==> src/rtl/soc_sram_arb2.sv <==
// Two-master round-robin arbiter in front of one single-port SRAM. Grants are
// combinational; read data returns to the granted port one cycle later.
module soc_sram_arb2 #(
  parameter int XLEN      = 32,
  parameter int WORD_AW   = 30,
  parameter int MAX_BURST = 4,
  localparam int SW       = XLEN / 8
) (
  input  logic               clk,
  input  logic               rst,
  input  logic               m0_req,
  input  logic               m0_we,
  input  logic [WORD_AW-1:0] m0_addr,
  input  logic [XLEN-1:0]    m0_din,
  input  logic [SW-1:0]      m0_sel,
  output logic               m0_gnt,
  output logic               m0_rvalid,
  input  logic               m1_req,
  input  logic               m1_we,
  input  logic [WORD_AW-1:0] m1_addr,
  input  logic [XLEN-1:0]    m1_din,
  input  logic [SW-1:0]      m1_sel,
  output logic               m1_gnt,
  output logic               m1_rvalid,
  output logic [XLEN-1:0]    rdata,
  output logic               sram_ce,
  output logic               sram_we,
  output logic               sram_oe,
  output logic [WORD_AW-1:0] sram_waddr,
  output logic [XLEN-1:0]    sram_din,
  output logic [SW-1:0]      sram_sel,
  input  logic [XLEN-1:0]    sram_dout
);

  localparam int CW = $clog2(MAX_BURST + 1);
  localparam logic [CW-1:0] CNT_MAX = CW'(MAX_BURST);
  localparam logic [CW-1:0] CNT_ONE = CW'(1);

  typedef enum logic [1:0] {IDLE, OWN0, OWN1} state_t;

  state_t        state;
  logic          last;
  logic [CW-1:0] cnt;
  logic          rd_pend_q;
  logic          rd_port_q;
  logic          g0;
  logic          g1;

  function automatic logic [CW-1:0] sat_inc(input logic [CW-1:0] v);
    return (v >= CNT_MAX) ? CNT_MAX : v + CNT_ONE;
  endfunction

  // The owner keeps the grant until it has used MAX_BURST slots while the
  // other port waits; an idle tie goes to the port that did not own last.
  always_comb begin
    g0 = 1'b0;
    g1 = 1'b0;
    case (state)
      OWN0: begin
        if (m0_req && (cnt < CNT_MAX || !m1_req)) g0 = 1'b1;
        else                                      g1 = m1_req;
      end
      OWN1: begin
        if (m1_req && (cnt < CNT_MAX || !m0_req)) g1 = 1'b1;
        else                                      g0 = m0_req;
      end
      default: begin
        if (m0_req && m1_req) begin
          g0 = last;
          g1 = !last;
        end else begin
          g0 = m0_req;
          g1 = m1_req;
        end
      end
    endcase
  end

  always_ff @(posedge clk or negedge rst) begin
    if (!rst) begin
      state     <= IDLE;
      last      <= 1'b1;
      cnt       <= '0;
      rd_pend_q <= 1'b0;
      rd_port_q <= 1'b0;
    end else begin
      rd_pend_q <= (g0 && !m0_we) || (g1 && !m1_we);
      rd_port_q <= g1;
      if (g0) begin
        state <= OWN0;
        last  <= 1'b0;
        cnt   <= (state == OWN0) ? sat_inc(cnt) : CNT_ONE;
      end else if (g1) begin
        state <= OWN1;
        last  <= 1'b1;
        cnt   <= (state == OWN1) ? sat_inc(cnt) : CNT_ONE;
      end else begin
        state <= IDLE;
      end
    end
  end

  // SRAM side: pass the granted port through, drive zeros when idle
  assign sram_ce    = g0 || g1;
  assign sram_we    = (g0 && m0_we) || (g1 && m1_we);
  assign sram_oe    = (g0 && !m0_we) || (g1 && !m1_we);
  assign sram_waddr = g0 ? m0_addr : (g1 ? m1_addr : '0);
  assign sram_din   = g0 ? m0_din  : (g1 ? m1_din  : '0);
  assign sram_sel   = g0 ? m0_sel  : (g1 ? m1_sel  : '0);

  assign m0_gnt    = g0;
  assign m1_gnt    = g1;
  assign m0_rvalid = rd_pend_q && !rd_port_q;
  assign m1_rvalid = rd_pend_q && rd_port_q;
  assign rdata     = sram_dout;

endmodule

==> config.mk <==
export PLATFORM = sky130hd
export DESIGN_NAME = soc_sram_arb2
export DESIGN_NICKNAME = d
export VERILOG_FILES = /design/src/rtl/soc_sram_arb2.sv
export SDC_FILE = /design/constraint.sdc
export NUM_CORES = 1
export LEC_CHECK = 0
export BUFFER_PORTS_ARGS = -buffer_cell sky130_fd_sc_hd__buf_2
export CORE_AREA = 2 2 106 108
export CTS_CLUSTER_SIZE = 16
export DETAILED_ROUTE_END_ITERATION = 6
export DIE_AREA = 0 0 108 110
export GPL_TIMING_DRIVEN = 1
export PLACE_DENSITY = 0.53
export SETUP_SLACK_MARGIN = 0.02
export SLEW_MARGIN = 15
export SYNTH_ARGS = -nofsm -noshare
export SYNTH_HDL_FRONTEND = slang
export SYNTH_SLANG_ARGS = --single-unit
==> constraint.sdc <==
create_clock -name clk -period 2.8 [get_ports clk]
set_input_delay 0.56 -clock clk [delete_from_list [all_inputs] [get_ports clk]]
set_output_delay 0.56 -clock clk [all_outputs]
set_load 0.02 [all_outputs]
# Yosys cells after proc, flatten, opt, wreduce, memory -nomap -nowiden
# Index checks and enable logic that the tools add are counted.
# W data, S select, Z words.
[word_totals]
ff_bits = 8
[classes]
n_addsub = 1
magnitude_cmp = 2
n_eq_ne = 2
muxes = 23
reduce_logical = 21
[ops]
columns = ["op", "count"]
rows = [
  ["$mux W32", 2],
  ["$mux W30", 2],
  ["$mux W3", 5],
  ["$logic_and A1 B1 Y1", 9],
  ["$mux W1", 8],
  ["$mux W4", 2],
  ["$logic_not A1 Y1", 6],
  ["$logic_or A1 B1 Y1", 5],
  ["$mux W2", 2],
  ["$pmux W1 S2", 2],
  ["$add A3 B1 Y3 const B", 1],
  ["$ge A3 B3 Y1 const B", 1],
  ["$lt A3 B3 Y1 const B", 1],
  ["$eq A2 B1 Y1 const B", 1],
  ["$eq A2 B2 Y1 const B", 1],
  ["$reduce_bool A2 Y1", 1],
]

# Depth between registers and ports, before layout
[depth]
ltp_word = 7
mapped_depth = 11
depth_no_buf = 7

# Worst setup path after synthesis
# Ideal clock, no wire load.
[synth_timing]
path_kind = "reg2out"
start = "register state[0]"
end = "output sram_din[27]"
arrival_time_ns = 1.999
t_required_ns = 2.240
slack_ns = 0.241
stages_incl_launch_ff = 8
cell_sequence = "dfrtp_1 inv_1 ha_1 nand2b_1 a21o_1 o22ai_1 clkbuf_1 a22o_1"
[synth_lines]
columns = ["element", "line", "rtl"]
rows = [
  ["start, declared", "41", "state_t state;"],
  ["start signal, assigned", "81", "state <= IDLE;"],
  ["start signal, assigned", "90", "state <= OWN0;"],
  ["start signal, assigned", "94", "state <= OWN1;"],
  ["$eq A2 B2 Y1 / $eq A2 B1 Y1 (equally long branches)", "58", "case (state)"],
  ["$pmux W1 S2 (*)", "58", ""],
  ["via m0_gnt", "16", "output logic m0_gnt,"],
  ["$mux W32 (*)", "108", "assign sram_din = g0 ? m0_din : (g1 ? m1_din : '0);"],
  ["end, declared", "30", "output logic [XLEN-1:0] sram_din,"],
]
# Mark *: on every way through the listed nets, which the timed path passes. The rest lies on a longest branch.

# Final worst setup path
[layout_timing]
start = "register state[0]"
end = "output sram_waddr[24]"
[layout_via]
elab_chain_len = 4
[layout_rtl]
columns = ["element", "line", "rtl"]
rows = [
  ["$eq A2 B2 Y1 / $eq A2 B1 Y1 (equally long branches)", "58", ""],
  ["$pmux W1 S2", "58", ""],
  ["$mux W30", "107", "assign sram_waddr = g0 ? m0_addr : (g1 ? m1_addr : '0);"],
  ["$mux W30 (*)", "107", ""],
  ["end, declared", "29", "output logic [WORD_AW-1:0] sram_waddr,"],
]
# Mark *: on every way between the ends. The rest lies on a longest branch, timed or not.

==> flow_summary.yaml <==
status:
  status: "finished, final reports clean"
synthesis:
  synth_top_family_by_area: "compound AO/OA/AOI/OAI gates"
  synth_area_sq_um: 1490
  synth.net_count: 350
  async_flop_share_pct: 100
  synthMuxAreaShare_pct: 0.672
  ys_seq_area_share_pct: 13.5
  synth_seq_cells: 8
  synth.distinct_cells: 33
  synth.avg_cell_area_sq_um: 8.47
  synth_compound_area_share_pct: 46.7
  yosys.area_share.adder_pct: 3.36
  synth_xor_xnor_area_share_pct: 0
  synth_top_cell_area_share_pct: 40.0
  synth_simple_gate_area_share_pct: 8.56
  yosys_warnings: 0
  synth_edf_count: 0
  synth_common_cells: "a22o_1, buf_4, inv_1"
  yosysMostFrequentCell: "a22o_1"
  synth_ff_type: "dfrtp_1"
  synth_area_leaders: "a22o_1, buf_4, dfrtp_1"
  synth_cells: 176
  yosys.area.top_type: "a22o_1"
sta:
  finalHoldViolCount: 0
  fmax_mhz: 368
  min_period_over_period_pct: 97.1
  max_slew_margin_pct: 79.6
  hold_ws_ns: 0.173
  fin_skew_ns: 0.000311
  rsz0062_at_grt: "true"
  maxSlewViolCount: 0
  fin_setup_tns_ns: 0
  worst_slew_pin_slew_ns: 0.305
  min_period_ns: 2.72
  finalSetupViolCount: 0
worst_setup_path:
  worstPathMaxFanout: 19
  critPathLaunchType: "flip-flop"
  cp_data_required_time_ns: 2.24
  arrival_ns: 2.16
  worst_setup_path_end_kind: "output pin"
  criticalPathCategory: "flip-flop to output pin"
finish:
  drive_gt1_share_pct: 68.2
  fillCellCount: 1173
  nNetsFinal: 527
  antennaDiodeCount: 0
  postLayoutCoreUtil_pct: 25.6
  syn2layout_area_growth_pct: 84.0
route:
  drc_errors: 0
  first_pass_iters: 4
  drt_iter0_markers: 80
  wl_um: 9460
  wl_per_cell_um: 19.2
  drtAntennaViolNets: 0
  vias_per_cell: 4.54
  vias: 2234
floorplanning:
  die_height_um: 110
  dieArea_sq_um: 11900
  row_count: 38
  core-area_sq_um: 10700
  pin_count: 275
  start_util_pct: 13.9
  die_x_um: 108
global_route:
  grt_pass1_wl_um: 11300
  grt.total_usage_pct: 12.6
  grt_max_degree: 38
  overflow: 0
  grt_antenna_before_repair: 0
  grt_pass1_vias: 1977
power:
  p_leak_nw: 1.56
  peakVddDrop_mv: 0.630
  power_density_nw_per_um2: 1320
placed_design:
  hpwl_um: 6390
  globalplace.congestion: 0.864
  io_buffer_count: 210
clocking:
  worstSkewPairLatency_ns: 0.23
  cts_hold_buf: 0
  cts_max_path_buffers: 2
  numCtsBuffers: 3
  cts_sinks: 8
  cts.clk_slew.worst_paths_ns: 0.04
  htree_levels: 1
  cts_tree: "done"
  clockRootBuffer: "clkbuf_8"
run:
  cap_violations: 0
worst_hold_path:
  hold_class: "primary input to asynchronous set/reset pin"
## final timing paths
check	end	slack [ns]	depth (start not counted)	startpoint
max in group asynchronous	last	2.39	1	rst
setup reg to reg	cnt[1]	0.64	10	state[0]
min in group clk	last	0.52	2	last
hold reg to reg	last	0.52	2	last
hold / removal	cnt[0]	0.17	1	rst
setup / recovery	sram_waddr[24]	0.08	9	state[0]
## routing by layer
metal | share of wire [%] | up-vias | global-route usage [%]
li1 | - | 1008 | -
met4 | 0.15 | 0 | 1.92
met2 | 49 | 140 | 19.7
met3 | 7.3 | 2 | 2.76
met1 | 44 | 1084 | 18.0
met5 | 0 | - | 0
## layout make-up
class | count | area, sq um | share of cell area, %
timing repair buffer | 218 | 1250 | 45.5
multi-input combinational | 112 | 1030 | 37.7
sequential | 8 | 201 | 7.34
tap | 140 | 175 | 6.39
clock buffer | 4 | 45.0 | 1.64
inverter | 10 | 37.5 | 1.37
## flip-flops by register name, summed over array words and instances (netlist names)
name	flops
rd_port_q	1
rd_pend_q	1
state	2
cnt	3
last	1
## logic make-up after synthesis
family                     count (synthesis)
AOI/OAI and AO/OA                         82
adders and majority gates                  4
buffers and inverters                     60
DFF                                        8
muxes                                      1
and+or+nand+nor                           21
## stage by stage
stage               power [mW]  cells  area [sq um]  worst slack (ns)
floorplan                 2.10    176          1490             0.241
global placement          2.81    479          2400            0.0469
detailed placement        2.83    479          2400          -0.00112
CTS                       3.24    486          2560           -0.0431
global route              3.83    492          2740          -0.00805
finish                    3.63    492          2740            0.0816
## power breakdown
group / leakage, nW / switching (mW) / internal, mW
Clock: 0.0228 / 0.0468 / 0.0988
Sequential: 0.0983 / 0.0352 / 0.167
Combinational: 1.44 / 1.92 / 1.36
Total: 1.56 / 2.00 / 1.63
## what timing repair did
item,4_1_cts,5_1_grt
hold endpoints to repair,0,0
gates cloned,3,4
setup endpoints to repair,66,71
gates resized for setup,9,30
buffers inserted,0,2
pin swaps,2,3
## placed cells by master (no fill, tap or decap), types with 2 or more instances in the layout
cell / count
clkbuf_16: 2
ha_1: 2
a22o_1: 60
a31oi_1: 2
buf_4: 22
nor2b_1: 5
and3_4: 5
nor2_1: 2
dfrtp_1: 7
inv_1: 10
clkbuf_8: 3
buf_16: 2
buf_2: 190
a22o_4: 8
nand2_1: 3
o21ai_1: 2
nand2b_1: 2
## worst max-delay path: stages, from the launching register on
cell and delay [ns]:
dfrtp_1 0.38, inv_1 0.11, ha_4 0.24, nand2b_1 0.16, a21o_1 0.19, o22ai_4 0.15
buf_12 0.16, buf_16 0.17, a22o_1 0.20, buf_4 0.15
Note: power is estimated with default switching activity, not from simulation.
